## config.mk

```make
export PLATFORM = sky130hd
export DESIGN_NAME = memory_reader
export DESIGN_NICKNAME = d
export VERILOG_FILES = /design/src/rtl/memory_reader_pkg.sv /design/src/rtl/memory_reader_checker.sv /design/src/rtl/sync_fifo.sv /design/src/rtl/memory_reader.sv
export SDC_FILE = /design/constraint.sdc
export NUM_CORES = 1
export LEC_CHECK = 0
export CAP_MARGIN = 20
export CELL_PAD_IN_SITES_DETAIL_PLACEMENT = 1
export CELL_PAD_IN_SITES_GLOBAL_PLACEMENT = 1
export CORE_UTILIZATION = 30
export DETAILED_ROUTE_END_ITERATION = 8
export PLACE_DENSITY = 0.55
export SYNTH_ARGS = -nofsm -noshare
export SYNTH_HDL_FRONTEND = slang
export SYNTH_SLANG_ARGS = --single-unit
```

## constraint.sdc

```tcl
create_clock -name clock_in -period 7.25 [get_ports clock_in]
set_clock_uncertainty 0.2 [all_clocks]
set_input_delay 1.0875 -clock clock_in [delete_from_list [all_inputs] [get_ports clock_in]]
set_output_delay 1.0875 -clock clock_in [all_outputs]
set_load 0.05 [all_outputs]
```

## src/rtl/memory_reader_pkg.sv

```systemverilog
// Shared types and configuration checks for the memory reader and its FIFO.
package memory_reader_pkg;

  typedef enum logic [1:0] {
    IDLE  = 2'd0,
    READ  = 2'd1,
    DRAIN = 2'd2,
    DONE  = 2'd3
  } state_e;

  localparam int READ_LATENCY_MIN = 1;
  localparam int READ_LATENCY_MAX = 4;

  // Depth must be a power of two and leave room for a full pipe plus one spare slot.
  function automatic bit fifo_depth_ok(input int depth, input int latency);
    return (depth > 0) && ((depth & (depth - 1)) == 0) && (depth >= latency + 2);
  endfunction

endpackage

```

## src/rtl/memory_reader_checker.sv

```systemverilog
// Configuration and FIFO-occupancy properties for memory_reader.
module memory_reader_checker #(
  parameter int DEPTH  = 4,
  parameter bit CFG_OK = 1'b1
) (
  input logic                   clock_in,
  input logic                   reset_N,
  input logic                   push,
  input logic                   pop,
  input logic [$clog2(DEPTH):0] count
);

  localparam int CW = $clog2(DEPTH) + 1;

  a_cfg_legal: assert property (@(posedge clock_in) CFG_OK);

  a_no_overflow: assert property (@(posedge clock_in) disable iff (!reset_N)
    !(push && !pop && (count == CW'(DEPTH))));

  a_no_underflow: assert property (@(posedge clock_in) disable iff (!reset_N)
    !(pop && (count == CW'(0))));

endmodule

```

## src/rtl/sync_fifo.sv

```systemverilog
// Single-clock FIFO with occupancy count; head reads zero while empty.
module sync_fifo #(
  parameter int WIDTH = 8,
  parameter int DEPTH = 4
) (
  input  logic                   clock_in,
  input  logic                   reset_N,
  input  logic                   push,
  input  logic [WIDTH-1:0]       push_data,
  input  logic                   pop,
  output logic [WIDTH-1:0]       head_data,
  output logic                   not_empty,
  output logic [$clog2(DEPTH):0] count
);

  localparam int AW = $clog2(DEPTH);
  localparam int CW = AW + 1;

  logic [WIDTH-1:0] mem_r [DEPTH];
  logic [AW-1:0]    wr_ptr_r;
  logic [AW-1:0]    rd_ptr_r;
  logic [CW-1:0]    count_r;
  logic [CW-1:0]    count_s;
  logic             push_ok_s;
  logic             pop_ok_s;

  // A push into a full FIFO is dropped unless a pop frees the slot the same cycle.
  assign pop_ok_s  = pop & not_empty;
  assign push_ok_s = push & ((count_r != CW'(DEPTH)) | pop_ok_s);

  // Occupancy next-value.
  always_comb begin
    count_s = count_r;
    case ({push_ok_s, pop_ok_s})
      2'b10:   count_s = count_r + CW'(1);
      2'b01:   count_s = count_r - CW'(1);
      default: count_s = count_r;
    endcase
  end

  // Storage write port.
  always_ff @(posedge clock_in) begin
    if (push_ok_s) begin
      mem_r[wr_ptr_r] <= push_data;
    end
  end

  // Pointer and count registers.
  always_ff @(posedge clock_in or negedge reset_N) begin
    if (!reset_N) begin
      wr_ptr_r <= {AW{1'b0}};
      rd_ptr_r <= {AW{1'b0}};
      count_r  <= {CW{1'b0}};
    end else begin
      if (push_ok_s) begin
        wr_ptr_r <= wr_ptr_r + AW'(1);
      end
      if (pop_ok_s) begin
        rd_ptr_r <= rd_ptr_r + AW'(1);
      end
      count_r <= count_s;
    end
  end

  assign not_empty = (count_r != CW'(0));
  assign head_data = not_empty ? mem_r[rd_ptr_r] : {WIDTH{1'b0}};
  assign count     = count_r;

endmodule

```

## src/rtl/memory_reader.sv

```systemverilog
// Sweeps an external synchronous memory from address 0 to END_ADDR and streams the words out.
module memory_reader
  import memory_reader_pkg::*;
#(
  parameter int ADDR_WIDTH   = 8,
  parameter int DATA_WIDTH   = 8,
  parameter int END_ADDR     = 2**ADDR_WIDTH - 1,
  parameter int READ_LATENCY = 1,
  parameter int FIFO_DEPTH   = 4
) (
  input  logic                  clock_in,
  input  logic                  reset_N,
  input  logic                  start_in,
  input  logic [DATA_WIDTH-1:0] mem_data_in,
  output logic                  clock_out,
  output logic                  rd_en_out,
  output logic [ADDR_WIDTH-1:0] address_out,
  output logic [DATA_WIDTH-1:0] data_out,
  output logic                  valid_out,
  input  logic                  ready_in,
  output logic                  busy_out,
  output logic                  done_out
);

  localparam int CW = $clog2(FIFO_DEPTH) + 1;
  localparam int SW = CW + 1;
  localparam logic [ADDR_WIDTH-1:0] LAST_ADDR = ADDR_WIDTH'(END_ADDR);
  localparam bit CFG_OK = fifo_depth_ok(FIFO_DEPTH, READ_LATENCY) &&
                          (READ_LATENCY >= READ_LATENCY_MIN) &&
                          (READ_LATENCY <= READ_LATENCY_MAX);

  state_e                  state_r;
  state_e                  state_s;
  logic [ADDR_WIDTH-1:0]   addr_r;
  logic [ADDR_WIDTH-1:0]   addr_s;
  logic [READ_LATENCY-1:0] pipe_r;
  logic [CW-1:0]           inflight_r;
  logic [CW-1:0]           inflight_s;
  logic [CW-1:0]           fifo_count_s;
  logic [CW-1:0]           fifo_count_next_s;
  logic [SW-1:0]           credit_sum_s;
  logic                    rd_en_r;
  logic                    rd_en_s;
  logic                    busy_r;
  logic                    done_r;
  logic                    issue_s;
  logic                    push_s;
  logic                    pop_s;
  logic                    not_empty_s;

  assign issue_s = rd_en_r;
  assign push_s  = pipe_r[READ_LATENCY-1];
  assign pop_s   = not_empty_s & ready_in;

  // Sweep sequencing: state and address counter next-values.
  always_comb begin
    state_s = state_r;
    addr_s  = addr_r;
    case (state_r)
      IDLE: begin
        if (start_in) begin
          state_s = READ;
          addr_s  = {ADDR_WIDTH{1'b0}};
        end else begin
          state_s = IDLE;
        end
      end
      READ: begin
        if (issue_s && (addr_r == LAST_ADDR)) begin
          state_s = DRAIN;
        end else if (issue_s) begin
          addr_s = addr_r + ADDR_WIDTH'(1);
        end else begin
          state_s = READ;
        end
      end
      DRAIN: begin
        if ((inflight_r == CW'(0)) && (fifo_count_s == CW'(0))) begin
          state_s = DONE;
        end else begin
          state_s = DRAIN;
        end
      end
      DONE:    state_s = IDLE;
      default: state_s = IDLE;
    endcase
  end

  // Credit: rd_en for the next cycle is judged on the counts that will be registered then.
  always_comb begin
    inflight_s        = inflight_r;
    fifo_count_next_s = fifo_count_s;
    case ({issue_s, push_s})
      2'b10:   inflight_s = inflight_r + CW'(1);
      2'b01:   inflight_s = inflight_r - CW'(1);
      default: inflight_s = inflight_r;
    endcase
    case ({push_s, pop_s})
      2'b10:   fifo_count_next_s = fifo_count_s + CW'(1);
      2'b01:   fifo_count_next_s = fifo_count_s - CW'(1);
      default: fifo_count_next_s = fifo_count_s;
    endcase
    credit_sum_s = SW'(inflight_s) + SW'(fifo_count_next_s);
    rd_en_s      = (state_s == READ) && (credit_sum_s < SW'(FIFO_DEPTH));
  end

  // Control registers, latency pipe and registered status outputs.
  always_ff @(posedge clock_in or negedge reset_N) begin
    if (!reset_N) begin
      state_r    <= IDLE;
      addr_r     <= {ADDR_WIDTH{1'b0}};
      pipe_r     <= {READ_LATENCY{1'b0}};
      inflight_r <= {CW{1'b0}};
      rd_en_r    <= 1'b0;
      busy_r     <= 1'b0;
      done_r     <= 1'b0;
    end else begin
      state_r    <= state_s;
      addr_r     <= addr_s;
      pipe_r     <= (pipe_r << 1'b1) | READ_LATENCY'(issue_s);
      inflight_r <= inflight_s;
      rd_en_r    <= rd_en_s;
      busy_r     <= (state_s == READ) || (state_s == DRAIN);
      done_r     <= (state_s == DONE);
    end
  end

  sync_fifo #(
    .WIDTH (DATA_WIDTH),
    .DEPTH (FIFO_DEPTH)
  ) u_fifo (
    .clock_in  (clock_in),
    .reset_N   (reset_N),
    .push      (push_s),
    .push_data (mem_data_in),
    .pop       (pop_s),
    .head_data (data_out),
    .not_empty (not_empty_s),
    .count     (fifo_count_s)
  );

  memory_reader_checker #(
    .DEPTH  (FIFO_DEPTH),
    .CFG_OK (CFG_OK)
  ) u_checker (
    .clock_in (clock_in),
    .reset_N  (reset_N),
    .push     (push_s),
    .pop      (pop_s),
    .count    (fifo_count_s)
  );

  assign clock_out   = clock_in;
  assign rd_en_out   = rd_en_r;
  assign address_out = addr_r;
  assign valid_out   = not_empty_s;
  assign busy_out    = busy_r;
  assign done_out    = done_r;

endmodule
```

==> impl_results.md, run 1 <==
- Synth warn: 0
- Hold WC Path Type: reg2reg
- DR vias/cell: 4.69
- Total negative slack: 0 ns
- MaxCap Viol Count: 0
- Most area-hungry cell type in the Yosys netlist: edfxtp_1
- Wire per inst: 16.1 um
- Clock latency on the worst-skew pair: 0.42 ns
- Final Routed Wirelength: 5.55 mm
- Initial DRC count: 42
- Max-slew violation count: 0
- Pin count of the biggest net entering global routing: 25
- Top post-synthesis cells by area: edfxtp_1 36%, dfrtp_1 22%, ha_1 7.9%
- DR vias: 1614
- Seq cells post-synth: 56
- Int Pwr: 0.000856 W
- Gate count after technology mapping: 197
- Sequential Area: 0.00156 mm2
- Critical Path AT: 4.54 ns
- CTS clk-pin slew, worst paths: 0.11 ns
- Syn avg cell area: 13.7 um2
- VDD IR-drop max: 0.154 mV
- Die width: 97.0 um
- First-pass GRT wire length: 9.51 mm
- Clock network power share: 0.166
- Final hold vios: 0
- DR pass1 iterations: 4
- Vias in the first global route: 1840
- Pre-CTS WS: 1.67 ns
- Critical Path RT: 5.96 ns
- Final net count: 265
- Post-synth net total: 227
- Core Footprint: 0.00872 mm2
- Post-CTS sizing: 0
- GRT Util Overall: 0.135
- Net Sw Frac: 0.449
- Register area share after synthesis: 0.577
- Mapped Area: 0.00271 mm2
- I/O pin count: 33
- Slew Limit Headroom: 0.587
- Crit-path max FO: 2
- DIE AREA: 0.00941 mm2
- Die Y: 97.0 um
- PwrDens: 474 mW/mm2
- LEAKAGE: 1.23 nW
- Cell variety after synth: 39
- ANT nets after route: 0
- Unrepaired setup endpoints after global routing: no
- CTS tree: done
- Antenna violations before repair: 0
- Layout area overhead: 21.1%
- Startpoint Class: clock port
- Status: finished, final reports clean
- I/O Buffers: 32
- # diodes: 0
- Fillers: 928
- Share of layout cells above drive strength 1: 0.131
- Hold Slack: 0.337 ns
- Critical Path Sink Type: primary output
- Comb pwr share: 0.487
- Psw: 0.000699 W
- Crit path kind: clk2out
- Area of the multi-input gates: 0.00106 mm2
- Final core occ: 0.376
- GPL Wtd Cong: 0.766
- Residual DRC count: 0
- Post-CTS Hold Buffers: 0
- Hpwl dp: 3.91 mm
- Starting Density: 0.310
- Min setup slack post-route: 1.43 ns
- Measured slew at the worst slew-check pin: 0.616 ns
- Final setup viols: 0
- Gr ovfl total: 0
- Area fraction of the dominant cell type after synthesis: 0.355
- Part of the power in registers: 0.347
- # rows: 34
- Post-CTS setup buffers: 0
==> area by class of cell <==
cell class                 instances  area share
timing repair buffer              32      0.0969
clock inverter                     3     0.00840
inverter                          16      0.0183
sequential                        56       0.476
clock buffer                       9      0.0366
tap                              108      0.0412
multi-input combinational        120       0.322
==> path summary, 6_finish.rpt <==
path                                      start                 end  slack (ns)  cells after the start
worst min register to register    inflight_r[2]       inflight_r[2]        0.34                      1
max in group asynchronous               reset_N  u_fifo.rd_ptr_r[0]        5.78                      2
worst min-delay path              inflight_r[2]       inflight_r[2]        0.34                      1
min in group asynchronous               reset_N      address_out[1]        0.82                      2
worst max register to register  u_fifo.count[0]           rd_en_out        3.91                     12
worst max-delay path                   clock_in           clock_out        1.43                      3
==> cells in the mapped netlist (all sizes together) <==
master	n
a21o	1
xnor2	6
a22oi	1
o2111ai	1
nor3	1
nor4	2
o21ai	13
o311ai	1
nor2	7
nand3	4
dfrtp	24
and2	14
and4	1
o31ai	6
ha	17
clkbuf	1
nand4	2
mux2i	2
edfxtp	32
fa	1
o31a	2
nand2	13
a21oi	5
inv	16
mux2	2
xor2	3
o22ai	1
or3	1
o21a	1
or4b	1
buf	4
a31oi	2
mux4	8
nor2b	1
==> power by group through the flow <==
stage	clock network (W)	registers [W]	logic (W)
global placement	0.0000318	0.000551	0.000760
floorplan	0.0000297	0.000588	0.000495
finish	0.000258	0.000540	0.000757
global route	0.000277	0.000560	0.000836
CTS	0.000267	0.000546	0.000770
detailed placement	0.0000318	0.000553	0.000768
==> cell usage in the layout (no fill, tap or decap), types with 2 or more instances in the layout <==
cell and instances:
inv_2 3, inv_1 13, nor2_1 7, nor4_1 2, o31a_1 2, mux4_2 8
nand2_1 13, nand3_1 4, o21ai_1 9, a31oi_1 2, mux2_2 2, o31ai_1 5
edfxtp_1 32, xnor2_1 6, dfrtp_1 24, clkbuf_8 8, and2_1 14, ha_1 17
clkdlybuf4s50_1 32, mux2i_1 2, a21oi_1 5, xor2_1 3, o21ai_0 4
==> cell families (layout without fill, tap and decap cells) <==
logic type / after synthesis / count (layout) / share of synthesized area
fa+ha+maj: 18 / 18 / 0.0860
mux: 12 / 12 / 0.0823
buf+inv: 21 / 60 / 0.0328
compound gates: 34 / 34 / 0.0929
simple gates: 47 / 47 / 0.0999
flops: 56 / 56 / 0.577
xor+xnor: 9 / 9 / 0.0291
==> sequential cells by signal, indices dropped and copies added (netlist names) <==
register	count
address_out	8
busy_out	1
done_out	1
inflight_r	3
pipe_r	1
rd_en_out	1
state_r	2
u_fifo.count	3
u_fifo.mem_r	32
u_fifo.rd_ptr_r	2
u_fifo.wr_ptr_r	2
==> per-layer routing <==
layer,wire length [um],GRT usage,part of all wire,vias to the layer above
met5,0,0,0,-
met3,201,0.0434,0.036,8
li1,-,-,-,787
met4,101,0.0631,0.018,0
met2,2670,0.218,0.48,30
met1,2580,0.164,0.47,789
==> critical path, cell delays in order <==
cell,delay [ns]
clkbuf_8,0.11
clkbuf_8,0.12
clkdlybuf4s50_1,0.68
==> metrics by stage <==
step | total power (W) | instances | cell area, um2
finish | 0.00156 | 344 | 3280
global route | 0.00167 | 344 | 3280
CTS | 0.00158 | 344 | 3280
detailed placement | 0.00135 | 333 | 3140
global placement | 0.00134 | 333 | 3140
floorplan | 0.00111 | 197 | 2710
Power figures use the tool's default switching activity.
==> run 2, diff against run 1 <==
- PLACE_DENSITY: 0.55 -> 0.57
- clock period: 7.25 -> 5.1 ns (I/O delays scaled with it)
==> run 2 against run 1 <==
Clock-buffer cell count rose by 1. Worst hold slack got worse by 0.020 ns. First-iteration DRC count fell by 19%. Global-route usage fell by 0.68 points. Non-clock buffer count did not move. Combinational power rose by 41%. Final area fell by 0.23%. Via count fell by 1.1%. Die area did not move. Power rose by 41%. Wire length fell by 3.2%. Register-to-register slack got worse by 2.1 ns. Highest routed layer unchanged.
==> impl_results.md, run 2 (synthesis results as in run 1) <==
- Status: finished, final reports clean (unchanged)
- # rows: 34 (unchanged)
- Slew Limit Headroom: 0.590 (was 0.587)
- Wire per inst: 15.6 um (was 16.1 um)
- Biggest register: u_fifo.mem_r (unchanged)
- Hold path depth: 1 (unchanged)
- Final setup viols: 0 (unchanged)
- VDD IR-drop max: 0.247 mV (was 0.154 mV)
- Psw: 0.000975 W (was 0.000699 W)
- GRT Util Overall: 0.128 (was 0.135)
- CP Launch Point: clock_in (unchanged)
- Part of the power in registers: 0.351 (was 0.347)
- Crit-path max FO: 2 (unchanged)
- Die Y: 97.0 um (unchanged)
- Hpwl dp: 3.81 mm (was 3.91 mm)
- Hold path startpoint: inflight_r[2] (unchanged)
- I/O Buffers: 32 (unchanged)
- Final hold vios: 0 (unchanged)
- Unrepaired setup endpoints after global routing: no (unchanged)
- Post-CTS sizing: 0 (unchanged)
- Critical Path AT: 3.46 ns (was 4.54 ns)
- CTS clk-pin slew, worst paths: 0.09 ns (was 0.11 ns)
- Die width: 97.0 um (unchanged)
- Core Footprint: 0.00872 mm2 (unchanged)
- Hold EP: inflight_r[2] (unchanged)
- MaxCap Viol Count: 0 (unchanged)
- Residual DRC count: 0 (unchanged)
- Initial DRC count: 34 (was 42)
- Antenna violations before repair: 0 (unchanged)
- Critical Path RT: 4.14 ns (was 5.96 ns)
- DR pass1 iterations: 4 (unchanged)
- Placed instance area: 0.00314 mm2 (unchanged)
- Starting Density: 0.310 (unchanged)
- Worst r2r dst: rd_en_out (unchanged)
- DR vias: 1597 (was 1614)
- Most frequent cells in the layout: 32 x clkdlybuf4s50_1, 32 x edfxtp_1, 24 x dfrtp_1, 17 x ha_1, 14 x and2_1 (unchanged)
- Post-CTS Hold Buffers: 0 (unchanged)
- Comb pwr share: 0.490 (was 0.487)
- Post-route design area: 0.00327 mm2 (was 0.00328 mm2)
- Final Routed Wirelength: 5.37 mm (was 5.55 mm)
- Total negative slack: 0 ns (unchanged)
- PwrDens: 670 mW/mm2 (was 474 mW/mm2)
- Clock latency on the worst-skew pair: 0.41 ns (was 0.42 ns)
- Placed insts: 333 (unchanged)
- Post-CTS setup buffers: 0 (unchanged)
- Fillers: 921 (was 928)
- Max-slew violation count: 0 (unchanged)
- Int Pwr: 0.00122 W (was 0.000856 W)
- Share of layout cells above drive strength 1: 0.127 (was 0.131)
- ANT nets after route: 0 (unchanged)
- # diodes: 0 (unchanged)
- Measured slew at the worst slew-check pin: 0.616 ns (about the same)
- First-pass GRT wire length: 9.15 mm (was 9.51 mm)
- Final net count: 265 (unchanged)
- DR vias/cell: 4.64 (was 4.69)
- R2r setup slk: 1.81 ns (was 3.91 ns)
- Reg2reg start: u_fifo.count[0] (unchanged)
- Vias in the first global route: 1811 (was 1840)
- Hold WC Path Type: reg2reg (unchanged)
- Sequential Area: 0.00156 mm2 (unchanged)
- R2R depth: 12 (unchanged)
- Largest register FFs: 32 (unchanged)
- Layout area overhead: 20.9% (was 21.1%)
- Pin count of the biggest net entering global routing: 25 (unchanged)
- Clock network power share: 0.159 (was 0.166)
- DIE AREA: 0.00941 mm2 (unchanged)
- GPL Wtd Cong: 0.710 (was 0.766)
- Crit path kind: clk2out (unchanged)
- Gr ovfl total: 0 (unchanged)
- Non-filler cells, final: 344 (unchanged)
- Net Sw Frac: 0.445 (was 0.449)
- CTS tree: done (unchanged)
- I/O pin count: 33 (unchanged)
- Area of the multi-input gates: 0.00106 mm2 (unchanged)
- LEAKAGE: 1.23 nW (about the same)
- Critical Path Sink Type: primary output (unchanged)
- Startpoint Class: clock port (unchanged)
[run 2: changes by cell type in the layout (fill, tap and decap cells not counted), sizes merged]
cell | before | now
inv | 17 | 16
clkbuf | 8 | 9
[run 2: worst max path at each step]
stage / endpoint / slack, ns
2_1_floorplan: clock_out / 1.42
3_3_place_gp: clock_out / 0.91
3_5_place_dp: clock_out / 0.91
4_1_cts: clock_out / 0.67
5_1_grt: clock_out / 0.66
6_report: clock_out / 0.68
[run 2: cell type report]
| class | instances | area share |
|---|---|---|
| multi-input combinational | 120 | 0.323 |
| inverter | 16 | 0.0184 |
| clock buffer | 10 | 0.0379 |
| timing repair buffer | 32 | 0.0972 |
| tap | 108 | 0.0413 |
| clock inverter | 2 | 0.00497 |
| sequential | 56 | 0.477 |
[run 2: power by group through the flow]
stage	Sequential, W	Combinational, W	Clock [W]
finish	0.000769	0.00107	0.000347
global route	0.000796	0.00118	0.000384
CTS	0.000777	0.00110	0.000364
detailed placement	0.000785	0.00109	0.0000452
global placement	0.000778	0.00107	0.0000452
floorplan	0.000836	0.000704	0.0000423
[run 2: layer usage]
layer,vias up,share of wire,global-route usage
met4,0,0.016,0.0597
met1,769,0.46,0.152
met2,32,0.48,0.208
met3,8,0.042,0.0455
li1,788,-,-
met5,-,0,0
[run 2: worst max-delay path, stage by stage]
cell and delay (ns):
clkbuf_8 0.11, clkbuf_8 0.11, clkdlybuf4s50_1 0.68
[run 2: through the flow]
stage	utilization	worst slack [ns]	hold WS (ns)	power, W
6_report	0.375	0.679	0.317	0.00219
5_1_grt	0.375	0.665	0.359	0.00236
2_1_floorplan	-	1.42	0.264	0.00158
3_3_place_gp	0.360	0.913	0.304	0.00190
4_1_cts	0.375	0.671	0.327	0.00224
3_5_place_dp	0.360	0.913	0.312	0.00192
==> run 3, diff against run 2 <==
- ABC_AREA: default -> 1
- CELL_PAD_IN_SITES_DETAIL_PLACEMENT: 1 -> default
- CELL_PAD_IN_SITES_GLOBAL_PLACEMENT: 1 -> default
- PLACE_DENSITY: 0.57 -> 0.49
==> run 3 against run 2 <==
Synthesized cell count grew 45%. First-iteration DRC count up 74%. Cell count is 26% higher. Combinational power increased by 7%. Critical path type unchanged. Setup slack lost 0.0018 ns. Core utilization is 0.67 points lower. Highest routed layer unchanged. Register-to-register slack improved by 0.60 ns. Synthesized area is 4.4% higher.
==> impl_results.md, run 3 <==
- Unrepaired setup endpoints after global routing: no (unchanged)
- # diodes: 0 (unchanged)
- Gr ovfl total: 0 (unchanged)
- DIE AREA: 0.00981 mm2 (was 0.00941 mm2)
- Clock latency on the worst-skew pair: 0.42 ns (was 0.41 ns)
- LEAKAGE: 1.45 nW (was 1.23 nW)
- Critical Path RT: 4.14 ns (about the same)
- Max-slew violation count: 0 (unchanged)
- Met3 Use GR: 0.0298 (was 0.0455)
- Starting Density: 0.307 (was 0.310)
- Core Footprint: 0.00920 mm2 (was 0.00872 mm2)
- CTS clk-pin slew, worst paths: 0.11 ns (was 0.09 ns)
- R2R depth: 14 (was 12)
- Mapped Area: 0.00283 mm2 (was 0.00271 mm2)
- Commonest register cell after synthesis: edfxtp_1 (unchanged)
- Post-route design area: 0.00339 mm2 (was 0.00327 mm2)
- Die width: 99.0 um (was 97.0 um)
- DR pass1 iterations: 4 (unchanged)
- Initial DRC count: 59 (was 34)
- First-pass GRT wire length: 9.20 mm (was 9.15 mm)
- MaxCap Viol Count: 0 (unchanged)
- Critical Path Sink Type: primary output (unchanged)
- Final net count: 353 (was 265)
- Crit-path max FO: 2 (unchanged)
- # rows: 35 (was 34)
- Most frequent cells after synthesis: 49 x nor2_1, 43 x nand2_1, 33 x inv_1 (was 32 x edfxtp_1, 24 x dfrtp_1, 17 x ha_1)
- Fraction of registers with async set/reset: 0.429 (unchanged)
- Top post-synthesis cells by area: edfxtp_1 34%, dfrtp_1 21%, ha_1 7.5% (was edfxtp_1 36%, dfrtp_1 22%, ha_1 7.9%)
- Area fraction of the dominant cell type after synthesis: 0.340 (was 0.355)
- Post-CTS setup buffers: 0 (unchanged)
- Syn avg cell area: 9.88 um2 (was 13.7 um2)
- Total negative slack: 0 ns (unchanged)
- Post-CTS Hold Buffers: 0 (unchanged)
- Largest register FFs: 32 (unchanged)
- CTS tree: done (unchanged)
- Critical Path Sink: clock_out (unchanged)
- DR vias: 1948 (was 1597)
- Final hold vios: 0 (unchanged)
- Vias in the first global route: 1972 (was 1811)
- Final Routed Wirelength: 5.46 mm (was 5.37 mm)
- Met1 usage: 0.157 (was 0.152)
- GPL Wtd Cong: 0.761 (was 0.710)
- Top-count cell post-synth: nor2_1 (was edfxtp_1)
- Biggest register: u_fifo.mem_r (unchanged)
- Slew Limit Headroom: 0.415 (was 0.590)
- Antenna violations before repair: 0 (unchanged)
- I/O pin count: 33 (unchanged)
- Pin count of the biggest net entering global routing: 25 (unchanged)
- DR vias/cell: 4.48 (was 4.64)
- Post-CTS sizing: 0 (unchanged)
- Critical Path AT: 3.46 ns (about the same)
- ANT nets after route: 0 (unchanged)
- Hpwl dp: 3.71 mm (was 3.81 mm)
- Startpoint Class: clock port (unchanged)
- Gate count after technology mapping: 286 (was 197)
- Share of layout cells above drive strength 1: 0.0926 (was 0.127)
- VDD IR-drop max: 0.239 mV (was 0.247 mV)
- PwrDens: 661 mW/mm2 (was 670 mW/mm2)
- Residual DRC count: 0 (unchanged)
- I/O Buffers: 32 (unchanged)
- Synth warn: 0 (unchanged)
- Most frequent cells in the layout: 49 x nor2_1, 43 x nand2_1, 33 x inv_1, 32 x clkdlybuf4s50_1, 32 x edfxtp_1 (was 32 x clkdlybuf4s50_1, 32 x edfxtp_1, 24 x dfrtp_1, 17 x ha_1, 14 x and2_1)
- Layout area overhead: 19.9% (was 20.9%)
- Crit path kind: clk2out (unchanged)
- Reg2reg start: u_fifo.count[0] (unchanged)
- Die Y: 99.0 um (was 97.0 um)
- Register area share after synthesis: 0.553 (was 0.577)
- EDFF count, synth: 32 (unchanged)
- GR Layer Usage met2: 0.197 (was 0.208)
- GR peak layer: met2 (unchanged)
- Most common cell after layout, fill and taps aside: nor2_1
- GRT Util Overall: 0.121 (was 0.128)
- R2r setup slk: 2.41 ns (was 1.81 ns)
- Status: finished, final reports clean (unchanged)
- Most area-hungry cell type in the Yosys netlist: edfxtp_1 (unchanged)
- Wire per inst: 12.6 um (was 15.6 um)
- Seq cells post-synth: 56 (unchanged)
- CP Launch Point: clock_in (unchanged)
- Cell variety after synth: 32 (was 39)
- Placed instance area: 0.00325 mm2 (was 0.00314 mm2)
- Final setup viols: 0 (unchanged)
- Post-synth net total: 316 (was 227)
- Worst r2r dst: rd_en_out (unchanged)
- Measured slew at the worst slew-check pin: 0.875 ns (was 0.616 ns)
- Hold WC Path Type: reg2reg (unchanged)
-- run 3: metrics by stage --
step	std cells	util	hold slack, ns	total power, W	setup slack [ns]
2_1_floorplan	286	-	0.269	0.00161	1.42
3_3_place_gp	424	0.353	0.299	0.00194	0.913
3_5_place_dp	424	0.353	0.295	0.00194	0.913
4_1_cts	435	0.368	0.321	0.00227	0.669
5_1_grt	435	0.368	0.333	0.00241	0.662
6_report	435	0.368	0.315	0.00224	0.677
-- run 3: worst min path at each step --
stage	depth (start not counted)	slack [ns]	startpoint	to
floorplan	0	0.27	reset_N	address_out[0]
global placement	0	0.30	rd_en_out	pipe_r
detailed placement	0	0.29	rd_en_out	pipe_r
CTS	1	0.32	inflight_r[2]	inflight_r[2]
global route	1	0.33	inflight_r[2]	inflight_r[2]
finish	0	0.32	rd_en_out	pipe_r
-- run 3: metal layers --
metal  share of wire  vias to the layer above
li1                -                      996
met1            0.49                      897
met2            0.45                       43
met3           0.043                       12
met4           0.018                        0
met5               0                        -
-- run 3: power breakdown --
part | total [W] | internal (W) | leakage [nW] | switching, W
clock | 0.000362 | 0.000163 | 0.0678 | 0.000198
sequential | 0.000726 | 0.000603 | 0.585 | 0.000123
combinational | 0.00115 | 0.000407 | 0.800 | 0.000745
total | 0.00224 | 0.00117 | 1.45 | 0.00107
-- run 3: cell type report --
cell class	instances	area, um2
Clock buffer	9	120
Tap cell	111	139
Clock inverter	3	26.3
Fill cell	911	5810
Inverter	37	139
Timing Repair Buffer	32	318
Sequential cell	56	1560
Multi-Input combinational cell	187	1080
-- run 3: cell families after synthesis --
| family | after synthesis | synth area share |
|---|---|---|
| flip-flops | 56 | 0.553 |
| AND/OR/NAND/NOR | 118 | 0.186 |
| buffers and inverters | 43 | 0.0638 |
| XOR/XNOR | 11 | 0.0368 |
| multiplexers | 1 | 0.00399 |
| AO/OA/AOI/OAI | 39 | 0.0749 |
| adder cells (fa/ha/maj) | 18 | 0.0824 |
-- run 3: critical path, cell delays in order --
cell,delay (ns)
clkbuf_8,0.11
clkbuf_8,0.11
clkdlybuf4s50_1,0.68
